## src/rtl/alu_seq_regfile_if.sv

```systemverilog
// Request/response channel of alu_seq_regfile: operand request, registered result
// with flags, and the register-file read port.
interface alu_seq_regfile_if #(
  parameter int WIDTH = 8,
  parameter int DEPTH = 16
);
  localparam int ADDR_W = (DEPTH > 1) ? $clog2(DEPTH) : 1;

  logic              in_valid;
  logic              in_ready;
  logic [WIDTH-1:0]  a;
  logic [WIDTH-1:0]  b;
  logic [2:0]        opcode;
  logic              write_en;
  logic [ADDR_W-1:0] wr_addr;
  logic [ADDR_W-1:0] rd_addr;
  logic              out_valid;
  logic              out_ready;
  logic [WIDTH-1:0]  result;
  logic              carry;
  logic              zero_flag;
  logic              neg_flag;
  logic              ovf_flag;
  logic [WIDTH-1:0]  mem_out;

  modport master (
    output in_valid, a, b, opcode, write_en, wr_addr, rd_addr, out_ready,
    input  in_ready, out_valid, result, carry, zero_flag, neg_flag, ovf_flag, mem_out
  );

  modport slave (
    input  in_valid, a, b, opcode, write_en, wr_addr, rd_addr, out_ready,
    output in_ready, out_valid, result, carry, zero_flag, neg_flag, ovf_flag, mem_out
  );
endinterface

```

## src/rtl/alu_seq_regfile.sv

```systemverilog
// Handshaked ALU with shift-add multiplier and DEPTH-entry result register file.
// Define ALU_SEQ_MAC_EN to turn opcode 111 into multiply-accumulate.
module alu_seq_regfile #(
  parameter int WIDTH = 8,
  parameter int DEPTH = 16
) (
  input  logic             clk,
  input  logic             rst,
  alu_seq_regfile_if.slave bus
);
  localparam int ADDR_W = (DEPTH > 1) ? $clog2(DEPTH) : 1;
  localparam int CNT_W  = $clog2(WIDTH + 1);

  localparam logic [2:0] OP_ADD = 3'b000;
  localparam logic [2:0] OP_SUB = 3'b001;
  localparam logic [2:0] OP_SHL = 3'b010;
  localparam logic [2:0] OP_SHR = 3'b011;
  localparam logic [2:0] OP_AND = 3'b100;
  localparam logic [2:0] OP_XOR = 3'b101;
  localparam logic [2:0] OP_MUL = 3'b110;
  localparam logic [2:0] OP_MAC = 3'b111;

  typedef enum logic [1:0] {IDLE, EXEC, DONE} state_t;

  typedef struct packed {
    logic [WIDTH-1:0] res;
    logic             c;
    logic             z;
    logic             n;
    logic             v;
  } alu_t;

  state_t              state_q, state_d;
  alu_t                out_q, alu_out, mul_out;
  logic [2*WIDTH-1:0]  acc_q, mcand_q, acc_step;
  logic [WIDTH-1:0]    mplier_q;
  logic [CNT_W-1:0]    cnt_q;
  logic                we_q;
  logic [ADDR_W-1:0]   waddr_q;
  logic [WIDTH-1:0]    mem_q [DEPTH];
  logic                in_ready, accept, is_multi, op_rsvd, last_cyc, wr_fire;
  logic [ADDR_W-1:0]   wr_addr_sel;
  logic [WIDTH-1:0]    wr_data;
`ifdef ALU_SEQ_MAC_EN
  logic [2:0]          op_q;
  logic [WIDTH-1:0]    macc_q;
  logic [WIDTH:0]      mac_sum;
`endif

  // Single-cycle ops; shifts use a double-width vector so the last bit out lands at a fixed index
  function automatic alu_t alu_single(input logic [2:0] op,
                                      input logic [WIDTH-1:0] x,
                                      input logic [WIDTH-1:0] y);
    alu_t               r;
    logic [WIDTH:0]     s;
    logic [2*WIDTH-1:0] e;
    r = '0;
    s = '0;
    e = '0;
    case (op)
      OP_ADD: begin
        s     = {1'b0, x} + {1'b0, y};
        r.res = s[WIDTH-1:0];
        r.c   = s[WIDTH];
        r.v   = (x[WIDTH-1] == y[WIDTH-1]) && (r.res[WIDTH-1] != x[WIDTH-1]);
      end
      OP_SUB: begin
        r.res = x - y;
        r.c   = (x < y);
        r.n   = (x < y) && r.res[WIDTH-1];
        r.v   = (x[WIDTH-1] != y[WIDTH-1]) && (r.res[WIDTH-1] != x[WIDTH-1]);
      end
      OP_SHL: begin
        e     = {{WIDTH{1'b0}}, x} << y;
        r.res = e[WIDTH-1:0];
        r.c   = e[WIDTH];
      end
      OP_SHR: begin
        e     = {x, {WIDTH{1'b0}}} >> y;
        r.res = e[2*WIDTH-1:WIDTH];
        r.c   = e[WIDTH-1];
      end
      OP_AND:  r.res = x & y;
      OP_XOR:  r.res = x ^ y;
      default: r = '0;
    endcase
    r.z = (op <= OP_XOR) && (r.res == '0);
    return r;
  endfunction

  assign in_ready = (state_q == IDLE) && !rst;
  assign accept   = bus.in_valid && in_ready;
  assign alu_out  = alu_single(bus.opcode, bus.a, bus.b);

`ifdef ALU_SEQ_MAC_EN
  assign is_multi = (bus.opcode == OP_MUL) || (bus.opcode == OP_MAC);
  assign op_rsvd  = 1'b0;
  assign last_cyc = (state_q == EXEC) &&
                    (cnt_q == ((op_q == OP_MAC) ? CNT_W'(WIDTH) : CNT_W'(WIDTH - 1)));
`else
  assign is_multi = (bus.opcode == OP_MUL);
  assign op_rsvd  = (bus.opcode == OP_MAC);
  assign last_cyc = (state_q == EXEC) && (cnt_q == CNT_W'(WIDTH - 1));
`endif

  // Multiplier step and final result; MAC spends one extra cycle adding the old entry
  always_comb begin
    acc_step = acc_q + (mplier_q[0] ? mcand_q : '0);
    mul_out  = '0;
`ifdef ALU_SEQ_MAC_EN
    mac_sum  = {1'b0, acc_q[WIDTH-1:0]} + {1'b0, macc_q};
    if (op_q == OP_MAC) begin
      mul_out.res = mac_sum[WIDTH-1:0];
      mul_out.c   = (|acc_q[2*WIDTH-1:WIDTH]) | mac_sum[WIDTH];
    end else begin
      mul_out.res = acc_step[WIDTH-1:0];
      mul_out.c   = |acc_step[2*WIDTH-1:WIDTH];
    end
`else
    mul_out.res = acc_step[WIDTH-1:0];
    mul_out.c   = |acc_step[2*WIDTH-1:WIDTH];
`endif
    mul_out.z = (mul_out.res == '0);
  end

  always_comb begin
    state_d = state_q;
    case (state_q)
      IDLE:    if (accept) state_d = is_multi ? EXEC : DONE;
      EXEC:    if (last_cyc) state_d = DONE;
      DONE:    if (bus.out_ready) state_d = IDLE;
      default: state_d = IDLE;
    endcase
  end

  always_ff @(posedge clk) begin
    if (rst) state_q <= IDLE;
    else     state_q <= state_d;
  end

  assign wr_fire     = (accept && !is_multi && !op_rsvd && bus.write_en) || (last_cyc && we_q);
  assign wr_addr_sel = accept ? bus.wr_addr : waddr_q;
  assign wr_data     = accept ? alu_out.res : mul_out.res;

  always_ff @(posedge clk) begin
    if (rst) begin
      out_q <= '0;
      cnt_q <= '0;
      for (int i = 0; i < DEPTH; i++) mem_q[i] <= '0;
    end else begin
      if (accept) begin
        we_q     <= bus.write_en;
        waddr_q  <= bus.wr_addr;
        mcand_q  <= {{WIDTH{1'b0}}, bus.a};
        mplier_q <= bus.b;
        acc_q    <= '0;
        cnt_q    <= '0;
`ifdef ALU_SEQ_MAC_EN
        op_q     <= bus.opcode;
        macc_q   <= mem_q[bus.wr_addr];
`endif
        if (!is_multi) out_q <= alu_out;
      end else if (state_q == EXEC) begin
        acc_q    <= acc_step;
        mcand_q  <= mcand_q << 1;
        mplier_q <= mplier_q >> 1;
        cnt_q    <= cnt_q + 1'b1;
        if (last_cyc) out_q <= mul_out;
      end
      if (wr_fire) mem_q[wr_addr_sel] <= wr_data;
    end
  end

  assign bus.in_ready  = in_ready;
  assign bus.out_valid = (state_q == DONE);
  assign bus.result    = out_q.res;
  assign bus.carry     = out_q.c;
  assign bus.zero_flag = out_q.z;
  assign bus.neg_flag  = out_q.n;
  assign bus.ovf_flag  = out_q.v;
  assign bus.mem_out   = mem_q[bus.rd_addr];
endmodule
```

## src/flat_wrapper.sv

```systemverilog
// flat-port wrapper written by rule: the top's interface ports become plain ports
module alu_seq_regfile_flat 
#(
  parameter int WIDTH = 8,
  parameter int DEPTH = 16
)
  (clk, rst, bus_in_valid, bus_a, bus_b, bus_opcode, bus_write_en, bus_wr_addr, bus_rd_addr, bus_out_ready, bus_in_ready, bus_out_valid, bus_result, bus_carry, bus_zero_flag, bus_neg_flag, bus_ovf_flag, bus_mem_out);
  alu_seq_regfile_if #(.WIDTH(WIDTH), .DEPTH(DEPTH)) bus_i ();
  input  logic clk;
  input  logic rst;
  input wire logic [$bits(bus_i.in_valid)-1:0] bus_in_valid;
  input wire logic [$bits(bus_i.a)-1:0] bus_a;
  input wire logic [$bits(bus_i.b)-1:0] bus_b;
  input wire logic [$bits(bus_i.opcode)-1:0] bus_opcode;
  input wire logic [$bits(bus_i.write_en)-1:0] bus_write_en;
  input wire logic [$bits(bus_i.wr_addr)-1:0] bus_wr_addr;
  input wire logic [$bits(bus_i.rd_addr)-1:0] bus_rd_addr;
  input wire logic [$bits(bus_i.out_ready)-1:0] bus_out_ready;
  output wire logic [$bits(bus_i.in_ready)-1:0] bus_in_ready;
  output wire logic [$bits(bus_i.out_valid)-1:0] bus_out_valid;
  output wire logic [$bits(bus_i.result)-1:0] bus_result;
  output wire logic [$bits(bus_i.carry)-1:0] bus_carry;
  output wire logic [$bits(bus_i.zero_flag)-1:0] bus_zero_flag;
  output wire logic [$bits(bus_i.neg_flag)-1:0] bus_neg_flag;
  output wire logic [$bits(bus_i.ovf_flag)-1:0] bus_ovf_flag;
  output wire logic [$bits(bus_i.mem_out)-1:0] bus_mem_out;
  assign bus_i.in_valid = bus_in_valid;
  assign bus_i.a = bus_a;
  assign bus_i.b = bus_b;
  assign bus_i.opcode = bus_opcode;
  assign bus_i.write_en = bus_write_en;
  assign bus_i.wr_addr = bus_wr_addr;
  assign bus_i.rd_addr = bus_rd_addr;
  assign bus_i.out_ready = bus_out_ready;
  assign bus_in_ready = bus_i.in_ready;
  assign bus_out_valid = bus_i.out_valid;
  assign bus_result = bus_i.result;
  assign bus_carry = bus_i.carry;
  assign bus_zero_flag = bus_i.zero_flag;
  assign bus_neg_flag = bus_i.neg_flag;
  assign bus_ovf_flag = bus_i.ovf_flag;
  assign bus_mem_out = bus_i.mem_out;
  alu_seq_regfile #(.WIDTH(WIDTH), .DEPTH(DEPTH)) u_core (.clk(clk), .rst(rst), .bus(bus_i));
endmodule
```

## config.mk

```make
export PLATFORM = sky130hd
export DESIGN_NAME = alu_seq_regfile_flat
export DESIGN_NICKNAME = d
export VERILOG_FILES = /design/src/rtl/alu_seq_regfile_if.sv /design/src/rtl/alu_seq_regfile.sv /design/src/flat_wrapper.sv
export SDC_FILE = /design/constraint.sdc
export NUM_CORES = 1
export LEC_CHECK = 0
export ABC_AREA = 1
export BUFFER_PORTS_ARGS = -buffer_cell sky130_fd_sc_hd__buf_4
export CORE_ASPECT_RATIO = 1.1
export CORE_MARGIN = 2
export CORE_UTILIZATION = 40
export CTS_CLUSTER_DIAMETER = 50
export DETAILED_ROUTE_END_ITERATION = 6
export SLEW_MARGIN = 10
export SYNTH_ARGS = -nofsm -noshare
export SYNTH_HDL_FRONTEND = slang
export SYNTH_SLANG_ARGS = --single-unit
```

## constraint.sdc

```tcl
create_clock -name clk -period 4.9 [get_ports clk]
set_input_delay 0.735 -clock clk [delete_from_list [all_inputs] [get_ports clk]]
set_output_delay 0.735 -clock clk [all_outputs]
set_load 0.01 [all_outputs]
```

# == Yosys cells after proc, flatten, opt, wreduce, memory -nomap -nowiden ==
# Memories as Yosys holds them, arrays and structs flattened.
# Index checks and enable logic that the tools add are counted.
# totals
reg_bits,63
ramBits,128
inputBits,32
output_inout_bits,22
elab_cells,100
mem_count,1
# memory_table
memory,depth,word_bits,read_ports,rd_ports_with_merged_regs,write_ports,line_no,text
u_core.mem_q,16,8,1,0,16,alu_seq_regfile.sv:40,logic [WIDTH-1:0] mem_q [DEPTH];
# op_classes
n_addsub,4
n_lt_le_gt_ge,2
eq_ne,18
n_shift,2
n_mux,29
bitwise,3
n_reduce_logical,28
# ops
cell,count
12-bit two-way mux,4
16-bit two-way mux,3
8-bit case mux with 6 select lines,1
8-bit two-way mux,5
16-bit adder,1
8-bit zero test,2
8-bit OR reduction,2
16-bit by 8-bit right shift with 16-bit output,1
"3-bit == test, second input constant",4
1-bit logical AND,11
8-bit by 8-bit adder with 9-bit output,1
8-bit by 8-bit << shifter with 9-bit output,1
8-bit AND,1
8-bit < comparator,1
2-bit two-way mux,4
4-bit two-way mux,2
8-bit subtractor,1
8-bit XOR,1
1-bit two-way mux,7
"3-bit by 2-bit == test with 1-bit output, second input constant",2
2-bit case mux with 3 select lines,1
3-bit AND reduction,2
"4-bit by 1-bit adder with 4-bit output, second input constant",1
"4-bit by 3-bit == test with 1-bit output, second input constant",1
18 further kinds,26

# == Depth between registers and ports, before layout ==
# logic_depth
depth_word,12
depth_mapped,20
depth_no_buf,19

# == Worst setup path before layout ==
# No wires, ideal clock.
# synth_path
path_kind,input -> register
start,input port rst
end,"register u_core.acc_q[0], enable pin"
setup_ps,493
t_arrival_ps,3765
t_required_ps,4407
setup_slack_ps,642
stages,2
path_buffers,1
path_cell_list,buf_2 > o21ai_0
# synth_between
elab_chain_len,5
word_cells_on_any_way,6
classes_between,bitwise: 1; reduce/logical: 5
# synth_lines
item,line_no,text
start: declaration,flat_wrapper.sv:10,input logic rst;
1-bit zero test,alu_seq_regfile.sv:91,assign in_ready = (state_q == IDLE) && !rst;
1-bit logical AND,alu_seq_regfile.sv:91,
1-bit logical AND,alu_seq_regfile.sv:92,assign accept = bus.in_valid && in_ready;
2-bit nonzero test (no line),--,
2-bit AND reduction (no line) (*),--,
end signal: assignment,alu_seq_regfile.sv:164,acc_q <= acc_step;
end: declaration,alu_seq_regfile.sv:35,"logic [2*WIDTH-1:0] acc_q, mcand_q, acc_step;"
# Mark *: on every way between the ends. The rest lies on a longest branch, timed or not.
# A chain may end at the register's enable or synchronous reset.

==> results_tabular.tex <==
\begin{tabular}{lr}
\hline
Metric & Value \\
\hline
\multicolumn{2}{l}{\textbf{Clock tree}} \\
\quad Postcts setup bufs & 0 \\
\quad CTS tree & built \\
\quad Sink Count & 191 \\
\quad CTS max path bufs & 2 \\
\quad Post-cts repair resize count & 0 \\
\quad \# H-tree levels & 4 \\
\quad Clock root buffer master & clkbuf\_16 \\
\quad Clk pin slew, worst setup/hold paths & 80 ps \\
\quad CTS buffer count & 17 \\
\quad Clock Latency Late Sink & 440 ps \\
\quad Number of buffers added to fix hold violations after cts & 0 \\
\multicolumn{2}{l}{\textbf{Run}} \\
\quad Number of max-cap violations & 0 \\
\multicolumn{2}{l}{\textbf{Synthesis}} \\
\quad Count of state elements after synthesis & 191 \\
\quad Xor/xnor share of the synthesized area & 1.03\% \\
\quad Number of different library cells in the post-synthesis netlist & 46 \\
\quad Share of the synthesized area in compound gates (AO/OA/AOI/OAI) & 11.4\% \\
\quad Sequential area share after synthesis & 50.0\% \\
\quad Top cell types by occurrence after synthesis & nand2\_1 (247), nor2\_1 (197), edfxtp\_1 (173), inv\_1 (142), o21ai\_0 (82) \\
\quad Synthesized-area fraction occupied by and/or/nand/nor cells & 23.2\% \\
\quad Share of the synthesized area in the top cell type & 46.8\% \\
\quad Combinational family with the most area after synthesis & simple AND/OR/NAND/NOR gates \\
\quad Share of synthesized area spent on multiplexers & 2.89\% \\
\quad Number of flops mapped to enable cells by yosys & 173 \\
\quad Main area contributors after synthesis & edfxtp\_1 (47\%), nand2\_1 (8.4\%), nor2\_1 (6.7\%), inv\_1 (4.8\%), o21ai\_0 (3.7\%) \\
\quad Cell taking the most area after synthesis & edfxtp\_1 \\
\quad Share of synthesized cell area in full adder, half adder and majority cells & 4.15\% \\
\quad Async S/R FF share, synth & 0\% \\
\quad Syn Nets & 1354 \\
\quad Netlist area before placement & 11100 um\^{}2 \\
\quad Warning count from the yosys run & 0 \\
\quad Most frequent cell after synthesis & nand2\_1 \\
\quad Leading register cell type out of synthesis & edfxtp\_1 \\
\quad Average instance area after synthesis & 8.63 um\^{}2 \\
\quad Cells after Synth & 1287 \\
\multicolumn{2}{l}{\textbf{Power and ir drop}} \\
\quad Maximum ir drop on the vdd rail & 0.000240 V \\
\quad Clock power frac & 33.9\% \\
\quad Internal Power & 2.73 mW \\
\quad Total Power Consumption & 3.91 mW \\
\quad Combinational group share of total power & 18.0\% \\
\quad Sequential Power Share & 48.2\% \\
\quad Net switching component of the power & 1.18 mW \\
\quad Proportion of total power due to net switching & 30.3\% \\
\quad Cell area power density & 317 nW/um\^{}2 \\
\quad Leakage power figure & 5.38 nW \\
\multicolumn{2}{l}{\textbf{Timing}} \\
\quad Post-route minimum period & 3570 ps \\
\quad Pins Over Slew Limit & 0 \\
\quad Maximum clock frequency & 0.280 GHz \\
\quad Final hold violation count & 0 \\
\quad Share of the clock period used by the worst path after layout & 72.8\% \\
\quad Accumulated negative setup slack & 0 ps \\
\quad Final setup skew & 13.5 ps \\
\quad Worst Tran Pin Value & 1140 ps \\
\quad Normalized max-slew margin & 23.9\% \\
\quad RSZ-0062 raised after global routing & no \\
\quad Final number of setup-violating endpoints & 0 \\
\multicolumn{2}{l}{\textbf{Global route}} \\
\quad GRT overflow & 0 \\
\quad Global-route wire length before repair & 46.9 mm \\
\quad Via count of the first global-routing pass & 8646 \\
\quad Global-route total usage across every layer & 21.1\% \\
\quad Pin count of the biggest net entering global routing & 73 \\
\quad Antenna violations before repair & 0 \\
\multicolumn{2}{l}{\textbf{Hold path}} \\
\quad HP Class & reg2reg \\
\multicolumn{2}{l}{\textbf{Critical path}} \\
\quad Required time at the worst-slack endpoint & 5070 ps \\
\quad Largest fanout on the critical path & 16 \\
\quad Critical path launch point type & flip-flop \\
\quad Worst path arrival time & 3740 ps \\
\quad Critical path class & reg2reg \\
\quad Crit path capture type & flip-flop \\
\multicolumn{2}{l}{\textbf{Placed design}} \\
\quad Total half-perimeter wirelength after legalization and detailed placement & 21.0 mm \\
\quad Number of cells after detailed placement & 1648 \\
\quad Gp weighted congestion & 0.914 \\
\quad Count of input and output buffers & 53 \\
\multicolumn{2}{l}{\textbf{Route}} \\
\quad Vias per cell & 5.29 \\
\quad Detailed Route WL & 29.7 mm \\
\quad Residual DRC count & 33 \\
\quad Average wire per standard cell & 17.6 um \\
\quad Total number of vias & 8884 \\
\quad Number of routed nets with antenna violations & 0 \\
\quad Count of TritonRoute iterations in the first routing pass & 7 \\
\quad Drt first-iter violations & 747 \\
\multicolumn{2}{l}{\textbf{Floorplan}} \\
\quad Num rows & 63 \\
\quad Floorplan die height & 179 um \\
\quad Count of boundary I/O pins & 54 \\
\quad Effective utilization at floorplan & 40.9\% \\
\quad Floorplan die area & 29100 um\^{}2 \\
\quad Placeable core area & 27100 um\^{}2 \\
\quad Die W & 163 um \\
\multicolumn{2}{l}{\textbf{Run status}} \\
\quad Run status & finished with violations \\
\quad Violated checks & design-rule violations \\
\multicolumn{2}{l}{\textbf{Final layout}} \\
\quad Area added between synthesis and finish & 11.0\% \\
\quad Antenna Cells & 0 \\
\quad Count of nets after finishing & 1377 \\
\quad Share of final-layout standard cells stronger than drive strength 1 & 10.5\% \\
\quad Non-filler cells, final & 1680 \\
\quad Number of filler cells placed in the layout & 2672 \\
\quad Combined area of the multi-input logic cells & 4740 um\^{}2 \\
\quad Sequential cell area & 5560 um\^{}2 \\
\hline
\end{tabular}
[logic make-up (layout without fill, tap and decap cells)]
group	after synthesis	count (layout)
and+or+nand+nor	591	591
AOI/OAI and AO/OA	217	217
buffers and inverters	208	244
DFF	191	191
adders and majority gates	35	35
muxes	32	32
xor gates and xnor gates	13	13
[flip-flops by register name (all words and copies together) (netlist names)]
signal	flops
u_core.mplier_q	8
u_core.waddr_q	4
u_core.we_q	1
u_core.bus.carry	1
u_core.cnt_q	4
u_core.bus.zero_flag	1
u_core.bus.result	8
u_core.mem_q	128
u_core.state_q	2
u_core.bus.ovf_flag	1
u_core.bus.neg_flag	1
u_core.mcand_q	16
u_core.acc_q	16
[metal layers]
layer  GRT usage (%)  part of all wire [%]
met5               0                     0
met4            8.48                   3.1
met3            2.80                   4.1
met2            35.2                    48
met1            28.0                    45
[worst paths after layout]
path / start / end / slack, ps / cells past startpoint
max: u_core.mplier_q[0] / u_core.mem_q[2][6] / 1330 / 13
min: u_core.bus.ovf_flag / u_core.bus.ovf_flag / 480 / 2
max reg2reg: u_core.mplier_q[0] / u_core.mem_q[2][6] / 1330 / 13
min reg2reg: u_core.bus.ovf_flag / u_core.bus.ovf_flag / 480 / 2
[area by class of cell]
type                            count  share of cell area [%]
Multi-Input combinational cell    888                    38.5
Inverter                          152                    4.63
Clock buffer                       17                    3.45
Tap cell                          357                    3.62
Sequential cell                   191                    45.1
Timing Repair Buffer               60                    3.65
Clock inverter                     15                    1.09
[placed cells by master (no fill, tap or decap), types with 3 or more instances in the layout]
cell         n
a21oi_1     76
a22oi_1      6
buf_4       60
clkbuf_16   17
clkinv_1     6
clkinv_4     3
dfxtp_1     18
edfxtp_1   173
fa_1         3
ha_1        32
inv_1      142
inv_2        6
inv_8        3
mux2i_1     32
nand2_1    247
nand2_2     12
nand2_4      4
nand3_1     75
nand3b_1     7
nand4_1     23
nor2_1     197
nor2_2       7
nor3_1       5
nor3_4       3
o211ai_1    36
o21ai_0     80
o21ai_2      4
o21bai_1     3
or2_2        5
xnor2_1      5
xor2_1       8
[critical path: stages, from the launching register on]
cell	delay, ps
edfxtp_1	740
nand2_1	100
inv_1	100
ha_1	170
inv_1	60
fa_1	420
o21ai_0	500
nand2_1	90
nand2_1	160
xor2_1	110
nand2_1	200
nand2_1	110
inv_1	460
nor2_1	80
[power by group through the flow]
stage	clock [mW]	combinational, mW	sequential, mW
floorplan	0	0.475	1.91
global placement	0	0.696	1.92
detailed placement	0	0.700	1.92
CTS	1.34	0.704	1.88
global route	1.40	0.781	1.89
finish	1.32	0.702	1.88
[metrics by stage]
stage	cell area, um^2	utilization (%)	hold WS (ps)	worst slack, ps
6_report	12300	45.5	480	1330
5_1_grt	12300	45.5	476	1100
4_1_cts	12300	45.5	481	1340
3_5_place_dp	11800	43.4	472	1160
3_3_place_gp	11800	43.4	481	1220
2_1_floorplan	11100	-	489	642
Note: power is estimated with default switching activity, not from simulation.
